`src/rtl/cpu15_pkg.sv`:
```
// rtl/cpu15_pkg.sv - shared opcode constants and sequencer state encoding
package cpu15_pkg;

    typedef enum logic [2:0] {
        ST_IDLE   = 3'd0,
        ST_FETCH  = 3'd1,
        ST_DECODE = 3'd2,
        ST_MEM    = 3'd3,
        ST_EXEC   = 3'd4,
        ST_WB     = 3'd5,
        ST_HALT   = 3'd6,
        ST_FAULT  = 3'd7
    } state_t;

    localparam logic [3:0] OP_LD  = 4'hd;
    localparam logic [3:0] OP_ST  = 4'he;
    localparam logic [3:0] OP_HLT = 4'hf;

    function automatic logic is_mem_op(input logic [3:0] op);
        return (op == OP_LD) || (op == OP_ST);
    endfunction

endpackage

```
`src/rtl/cpu_seq_if.sv`:
```
// rtl/cpu_seq_if.sv - sequencer control/handshake bundle
interface cpu_seq_if #(
    parameter int CNT_W = 16
);
    logic             RUN;
    logic             STEP;
    logic [3:0]       OP_CODE;
    logic             ROM_REQ;
    logic             ROM_ACK;
    logic             RAM_REQ;
    logic             RAM_ACK;
    logic             EN_FT;
    logic             EN_DC;
    logic             EN_EX;
    logic             EN_WB;
    logic             BUSY;
    logic             HALTED;
    logic             FAULT;
    logic [CNT_W-1:0] INSN_CNT;

    // master is the sequencer, which issues ROM/RAM requests
    modport master (
        input  RUN, STEP, OP_CODE, ROM_ACK, RAM_ACK,
        output ROM_REQ, RAM_REQ, EN_FT, EN_DC, EN_EX, EN_WB,
        output BUSY, HALTED, FAULT, INSN_CNT
    );

    modport slave (
        output RUN, STEP, OP_CODE, ROM_ACK, RAM_ACK,
        input  ROM_REQ, RAM_REQ, EN_FT, EN_DC, EN_EX, EN_WB,
        input  BUSY, HALTED, FAULT, INSN_CNT
    );
endinterface

```
`src/rtl/wait_timer.sv`:
```
// rtl/wait_timer.sv - counts un-acknowledged request cycles, flags timeout
module wait_timer #(
    parameter int ACK_TO = 15
) (
    input  logic clk,
    input  logic rst,
    input  logic clear,
    input  logic count_en,
    output logic expired
);
    // expired fires in the ACK_TO-th consecutive waiting cycle
    localparam logic [7:0] LIMIT = 8'(ACK_TO - 1);

    logic [7:0] cnt;

    always_ff @(posedge clk) begin
        if (rst || clear) begin
            cnt <= 8'd0;
        end else if (count_en && (cnt != 8'hff)) begin
            cnt <= cnt + 8'd1;
        end
    end

    assign expired = count_en && (cnt == LIMIT);

endmodule

```
`src/rtl/cpu_seq.sv`:
```
// rtl/cpu_seq.sv - fetch/decode/mem/exec/write-back instruction sequencer
module cpu_seq
    import cpu15_pkg::*;
#(
    parameter int ACK_TO = 15,
    parameter int CNT_W  = 16
) (
    input  logic      CLK,
    input  logic      RESET,
    cpu_seq_if.master bus
);
    state_t           state;
    state_t           state_nx;
    logic             rom_req;
    logic             ram_req;
    logic             en_ft;
    logic             en_dc;
    logic             en_ex;
    logic             en_wb;
    logic             halted;
    logic             fault;
    logic             busy;
    logic             expired;
    logic             waiting;
    logic [CNT_W-1:0] insn_cnt;

    // the timer sits at zero outside FETCH/MEM, so each entry starts a fresh wait
    assign waiting = (state == ST_FETCH) || (state == ST_MEM);

    wait_timer #(.ACK_TO(ACK_TO)) u_wait_timer (
        .clk      (CLK),
        .rst      (RESET),
        .clear    (!waiting),
        .count_en ((state == ST_FETCH && !bus.ROM_ACK) || (state == ST_MEM && !bus.RAM_ACK)),
        .expired  (expired)
    );

    always_ff @(posedge CLK) begin
        if (RESET) begin
            state <= ST_IDLE;
        end else begin
            state <= state_nx;
        end
    end

    always_comb begin
        state_nx = state;
        rom_req  = 1'b0;
        ram_req  = 1'b0;
        en_ft    = 1'b0;
        en_dc    = 1'b0;
        en_ex    = 1'b0;
        en_wb    = 1'b0;
        halted   = 1'b0;
        fault    = 1'b0;
        case (state)
            ST_IDLE: begin
                if (bus.RUN || bus.STEP) state_nx = ST_FETCH;
            end
            ST_FETCH: begin
                rom_req = 1'b1;
                // ACK beats a coincident timeout
                if (bus.ROM_ACK) begin
                    en_ft    = 1'b1;
                    state_nx = ST_DECODE;
                end else if (expired) begin
                    state_nx = ST_FAULT;
                end
            end
            ST_DECODE: begin
                en_dc    = 1'b1;
                state_nx = is_mem_op(bus.OP_CODE) ? ST_MEM : ST_EXEC;
            end
            ST_MEM: begin
                ram_req = 1'b1;
                if (bus.RAM_ACK) begin
                    state_nx = ST_EXEC;
                end else if (expired) begin
                    state_nx = ST_FAULT;
                end
            end
            ST_EXEC: begin
                en_ex    = 1'b1;
                state_nx = (bus.OP_CODE == OP_HLT) ? ST_HALT : ST_WB;
            end
            ST_WB: begin
                en_wb    = 1'b1;
                state_nx = bus.RUN ? ST_FETCH : ST_IDLE;
            end
            ST_HALT:  halted = 1'b1;
            ST_FAULT: fault  = 1'b1;
            default:  state_nx = ST_IDLE;
        endcase
    end

    assign busy = !((state == ST_IDLE) || (state == ST_HALT) || (state == ST_FAULT));

    always_ff @(posedge CLK) begin
        if (RESET) begin
            insn_cnt <= '0;
        end else if (state == ST_WB) begin
            insn_cnt <= insn_cnt + 1'b1;
        end
    end

    assign bus.ROM_REQ  = rom_req;
    assign bus.RAM_REQ  = ram_req;
    assign bus.EN_FT    = en_ft;
    assign bus.EN_DC    = en_dc;
    assign bus.EN_EX    = en_ex;
    assign bus.EN_WB    = en_wb;
    assign bus.BUSY     = busy;
    assign bus.HALTED   = halted;
    assign bus.FAULT    = fault;
    assign bus.INSN_CNT = insn_cnt;

endmodule

```
`src/flat_wrapper.sv`:
```
// flat-port wrapper written by rule: the top's interface ports become plain ports
module cpu_seq_flat import cpu15_pkg::*;
#(
    parameter int ACK_TO = 15,
    parameter int CNT_W  = 16
)
  (CLK, RESET, bus_RUN, bus_STEP, bus_OP_CODE, bus_ROM_ACK, bus_RAM_ACK, bus_ROM_REQ, bus_RAM_REQ, bus_EN_FT, bus_EN_DC, bus_EN_EX, bus_EN_WB, bus_BUSY, bus_HALTED, bus_FAULT, bus_INSN_CNT);
  cpu_seq_if #(.CNT_W(CNT_W)) bus_i ();
  input  logic CLK;
  input  logic RESET;
  input wire logic [$bits(bus_i.RUN)-1:0] bus_RUN;
  input wire logic [$bits(bus_i.STEP)-1:0] bus_STEP;
  input wire logic [$bits(bus_i.OP_CODE)-1:0] bus_OP_CODE;
  input wire logic [$bits(bus_i.ROM_ACK)-1:0] bus_ROM_ACK;
  input wire logic [$bits(bus_i.RAM_ACK)-1:0] bus_RAM_ACK;
  output wire logic [$bits(bus_i.ROM_REQ)-1:0] bus_ROM_REQ;
  output wire logic [$bits(bus_i.RAM_REQ)-1:0] bus_RAM_REQ;
  output wire logic [$bits(bus_i.EN_FT)-1:0] bus_EN_FT;
  output wire logic [$bits(bus_i.EN_DC)-1:0] bus_EN_DC;
  output wire logic [$bits(bus_i.EN_EX)-1:0] bus_EN_EX;
  output wire logic [$bits(bus_i.EN_WB)-1:0] bus_EN_WB;
  output wire logic [$bits(bus_i.BUSY)-1:0] bus_BUSY;
  output wire logic [$bits(bus_i.HALTED)-1:0] bus_HALTED;
  output wire logic [$bits(bus_i.FAULT)-1:0] bus_FAULT;
  output wire logic [$bits(bus_i.INSN_CNT)-1:0] bus_INSN_CNT;
  assign bus_i.RUN = bus_RUN;
  assign bus_i.STEP = bus_STEP;
  assign bus_i.OP_CODE = bus_OP_CODE;
  assign bus_i.ROM_ACK = bus_ROM_ACK;
  assign bus_i.RAM_ACK = bus_RAM_ACK;
  assign bus_ROM_REQ = bus_i.ROM_REQ;
  assign bus_RAM_REQ = bus_i.RAM_REQ;
  assign bus_EN_FT = bus_i.EN_FT;
  assign bus_EN_DC = bus_i.EN_DC;
  assign bus_EN_EX = bus_i.EN_EX;
  assign bus_EN_WB = bus_i.EN_WB;
  assign bus_BUSY = bus_i.BUSY;
  assign bus_HALTED = bus_i.HALTED;
  assign bus_FAULT = bus_i.FAULT;
  assign bus_INSN_CNT = bus_i.INSN_CNT;
  cpu_seq #(.ACK_TO(ACK_TO), .CNT_W(CNT_W)) u_core (.CLK(CLK), .RESET(RESET), .bus(bus_i));
endmodule
```
`config.mk`:
```
export PLATFORM = sky130hd
export DESIGN_NAME = cpu_seq_flat
export DESIGN_NICKNAME = d
export VERILOG_FILES = /design/src/rtl/cpu15_pkg.sv /design/src/rtl/cpu_seq_if.sv /design/src/rtl/wait_timer.sv /design/src/rtl/cpu_seq.sv /design/src/flat_wrapper.sv
export SDC_FILE = /design/constraint.sdc
export NUM_CORES = 1
export LEC_CHECK = 0
export ABC_AREA = 1
export BUFFER_PORTS_ARGS = -buffer_cell sky130_fd_sc_hd__clkbuf_2
export CORE_MARGIN = 2
export CORE_UTILIZATION = 54
export DETAILED_ROUTE_END_ITERATION = 10
export GPL_TIMING_DRIVEN = 0
export HOLD_SLACK_MARGIN = 0.08
export PLACE_DENSITY = 0.88
export SLEW_MARGIN = 20
export SYNTH_ARGS = -nofsm -noshare
export SYNTH_HDL_FRONTEND = slang
export SYNTH_SLANG_ARGS = --single-unit
```
`constraint.sdc`:
```
create_clock -name CLK -period 1.85 [get_ports CLK]
set_input_delay 0.2775 -clock CLK [delete_from_list [all_inputs] [get_ports CLK]]
set_output_delay 0.2775 -clock CLK [all_outputs]
set_load 0.02 [all_outputs]
```
==> results.md <==
- Final setup vio count: 0
- First-pass GRT wire length: 6.33 mm
- Register area share after synthesis: 31.4%
- Max Fclk: just under 600 MHz
- Die Y: slightly above 60 µm
- Yosys cell types: 33
- Via count: roughly 1,700
- Layout cells sized above 1: 22.2%
- Req. time, crit path: 1.57 ns
- CTS Hold Buffers Added: 0
- Clk buf depth: 2
- Die X: 60.5 µm
- Max Cap Violations: 0
- Ant. Diodes: 0
- Ys Warns: 0
- Crit. End Element: primary output
- Clock Skews: 0.00364 ns
- IO buf count: 34
- Crit-path max FO: 10
- CP Class: register to primary output
- HP Start: RESET
- Initial antenna violation count: 0
- Final Hold Fails: 0
- HPWL after detailed placement: 2.87 mm
- Number of global-route vias before repair: approximately 1,500
- GP Congestion: 0.859
- Row count: 20
- Synthesized area: 1720 µm²
- Clock tree root driver cell: clkbuf_4
- Register area: 542 µm²
- Layout area overhead: 14.7%
- Post-route ant nets: 0
- Drt drc: 0
- Most used cells in the layout excluding fill and tap cells: nand2_1, clkbuf_2, inv_1, nor2_1, dfxtp_1
- Period utilization: 91.2%
- Setup TNS: 0 ns
- RR Startpoint: u_core.u_wait_timer.cnt[1]$_SDFFE_PP0P_
- R2R Path End: u_core.u_wait_timer.cnt[4]$_SDFFE_PP0P_
- Hold crit path type: input port to register
- Worst reg-to-reg setup slack: 0.32 ns
- CTS buffer count: 3
- Crit path launch: u_core.state[2]$_SDFFE_PP0P_
- WHS: 0.277 ns
- Critical Path End: bus_EN_WB
- Multi-input gate area: 1010 µm²
- Die area: 3660 µm²
- Clk Latency, worst-skew pair: around 0.32 ns
- Final Critical Period: 1.69 ns
- Clk sink count: 27
- I/O Pins: 35
- Post-CTS setup buffers: 0
- Worst-path clk slew: 0.14 ns
- Arr. time, crit path: 1.41 ns
- Slew headroom: 72.1%
- TritonCTS clock tree: yes
- Layout fillers: 293
- Via density: 5.16
- Initial drt markers: 77
- Slew Limit Fails: 0
- Initial Util: 56.4%
- Routed len/inst: about 11 µm
- Overflow after GRT: 0
- Detailed Routing Iterations Pass 1: 4
- Peak supply drop: 0.267 mV
- Total Routing Usage GR: a little under a quarter
- Max H-tree Level: 1
- Worst setup SP type: register
- Synthesis-stage register bit count: 27
- Status: finished, final reports clean
- Core area: 3050 µm²
- NumNets Final: 308
- Worst Tran Pin Value: between 0.4 and 0.5 ns
- Synth Instances: approximately 260
- Commonest non-fill, non-tap cell in the layout: nand2_1
- Worst Reg-to-Reg Cells: 9
- Leak Pwr: 0.840 nW
- Mapped Nets: 269
- Pwr dens: 503 nW/µm²
- Final wirelength: 3.60 mm
- Largest net degree at the start of global routing: 15
- RSZ-0062 raised after global routing: false
- Mean post-synth cell area: 6.76 µm²
synth_stat cells, drive strengths merged:
library cell / instances / area [µm²]
nand2: 69 / 282
nor2: 34 / 164
inv: 33 / 124
dfxtp: 27 / 541
a21oi: 25 / 133
nand3: 21 / 128
nor3: 9 / 66.3
nand4: 8 / 56.3
o21ai: 8 / 40.0
buf: 4 / 37.5
ha: 4 / 50.1
o21a: 3 / 22.5
clkinv: 2 / 12.5
nand3b: 2 / 15.0
xor2: 2 / 17.5
a211oi: 1 / 12.5
a31oi: 1 / 6.26
o211ai: 1 / 7.51
xnor2: 1 / 8.76
cells by family (layout without fill, tap and decap cells):
kind of cell / Yosys count / in the layout / share of synthesized area [%]
simple gates: 143 / 143 / 41.2
flops: 27 / 27 / 31.4
fa+ha+maj: 4 / 4 / 2.90
xor+xnor: 3 / 3 / 1.53
compound gates: 39 / 39 / 12.9
buf+inv: 39 / 77 / 10.1
worst min-delay path by stage:
stage / depth (start not counted) / slack, ns / endpoint
4_1_cts: 3 / 0.27 / u_core.state[2]$_SDFFE_PP0P_
5_1_grt: 3 / 0.26 / u_core.state[1]$_SDFFE_PP0P_
2_1_floorplan: 2 / 0.46 / u_core.u_wait_timer.cnt[6]$_SDFFE_PP0P_
6_report: 3 / 0.28 / u_core.state[1]$_SDFFE_PP0P_
3_5_place_dp: 2 / 0.49 / u_core.bus.INSN_CNT[15]$_SDFFE_PP0P_
3_3_place_gp: 2 / 0.47 / u_core.u_wait_timer.cnt[6]$_SDFFE_PP0P_
cell type report:
cell class	count	share of cell area (%)
Multi-Input combinational cell	189	51.0
Buffer	4	1.90
Inverter	35	6.90
Sequential cell	27	27.4
Clock buffer	4	1.33
Tap cell	44	2.79
Timing Repair Buffer	34	8.61
registers in the layout, summed over array words and instances (netlist names):
name                     cells
u_core.bus.INSN_CNT         16
u_core.state                 3
u_core.u_wait_timer.cnt      8
repair_timing:
| item | in CTS | in global routing |
|---|---|---|
| resized for setup | 0 | 1 |
| hold endpoints to repair | 0 | 0 |
| endpoints found under the setup margin | 0 | 1 |
report_power, final:
| group | switching, W | leakage, nW | internal, W |
|---|---|---|---|
| clock network | 0.000168 | 0.0150 | 0.0000844 |
| logic | 0.0000998 | 0.606 | 0.0000494 |
| registers | 0.00000430 | 0.218 | 0.000587 |
metal layers:
metal	part of all wire, %	GRT usage, %	vias up
li1	-	-	911
met1	47	29.5	779
met2	47	38.0	45
met3	4.4	2.99	4
met4	1.1	8.70	0
met5	0	0	-
stage by stage:
| stage | power, W | utilization, % | cells | instance area (µm²) | worst slack (ns) |
|---|---|---|---|---|---|
| final | 0.000993 | 64.7 | 337 | 1980 | 0.163 |
| after global routing | 0.00105 | 64.7 | 337 | 1980 | 0.0166 |
| after CTS | 0.00101 | 64.7 | 337 | 1970 | 0.106 |
| after detailed placement | 0.000752 | 63.8 | 333 | 1950 | 0.351 |
| after global placement | 0.000749 | 63.8 | 333 | 1950 | 0.387 |
| after floorplan | 0.000711 | - | 255 | 1720 | 0.427 |
critical path, stage by stage (launching register included):
cell and delay, ns:
dfxtp_1 0.36, buf_4 0.19, nand3_4 0.09, buf_6 0.15, inv_2 0.10, clkbuf_2 0.18
(Power assumes the default switching activity.)
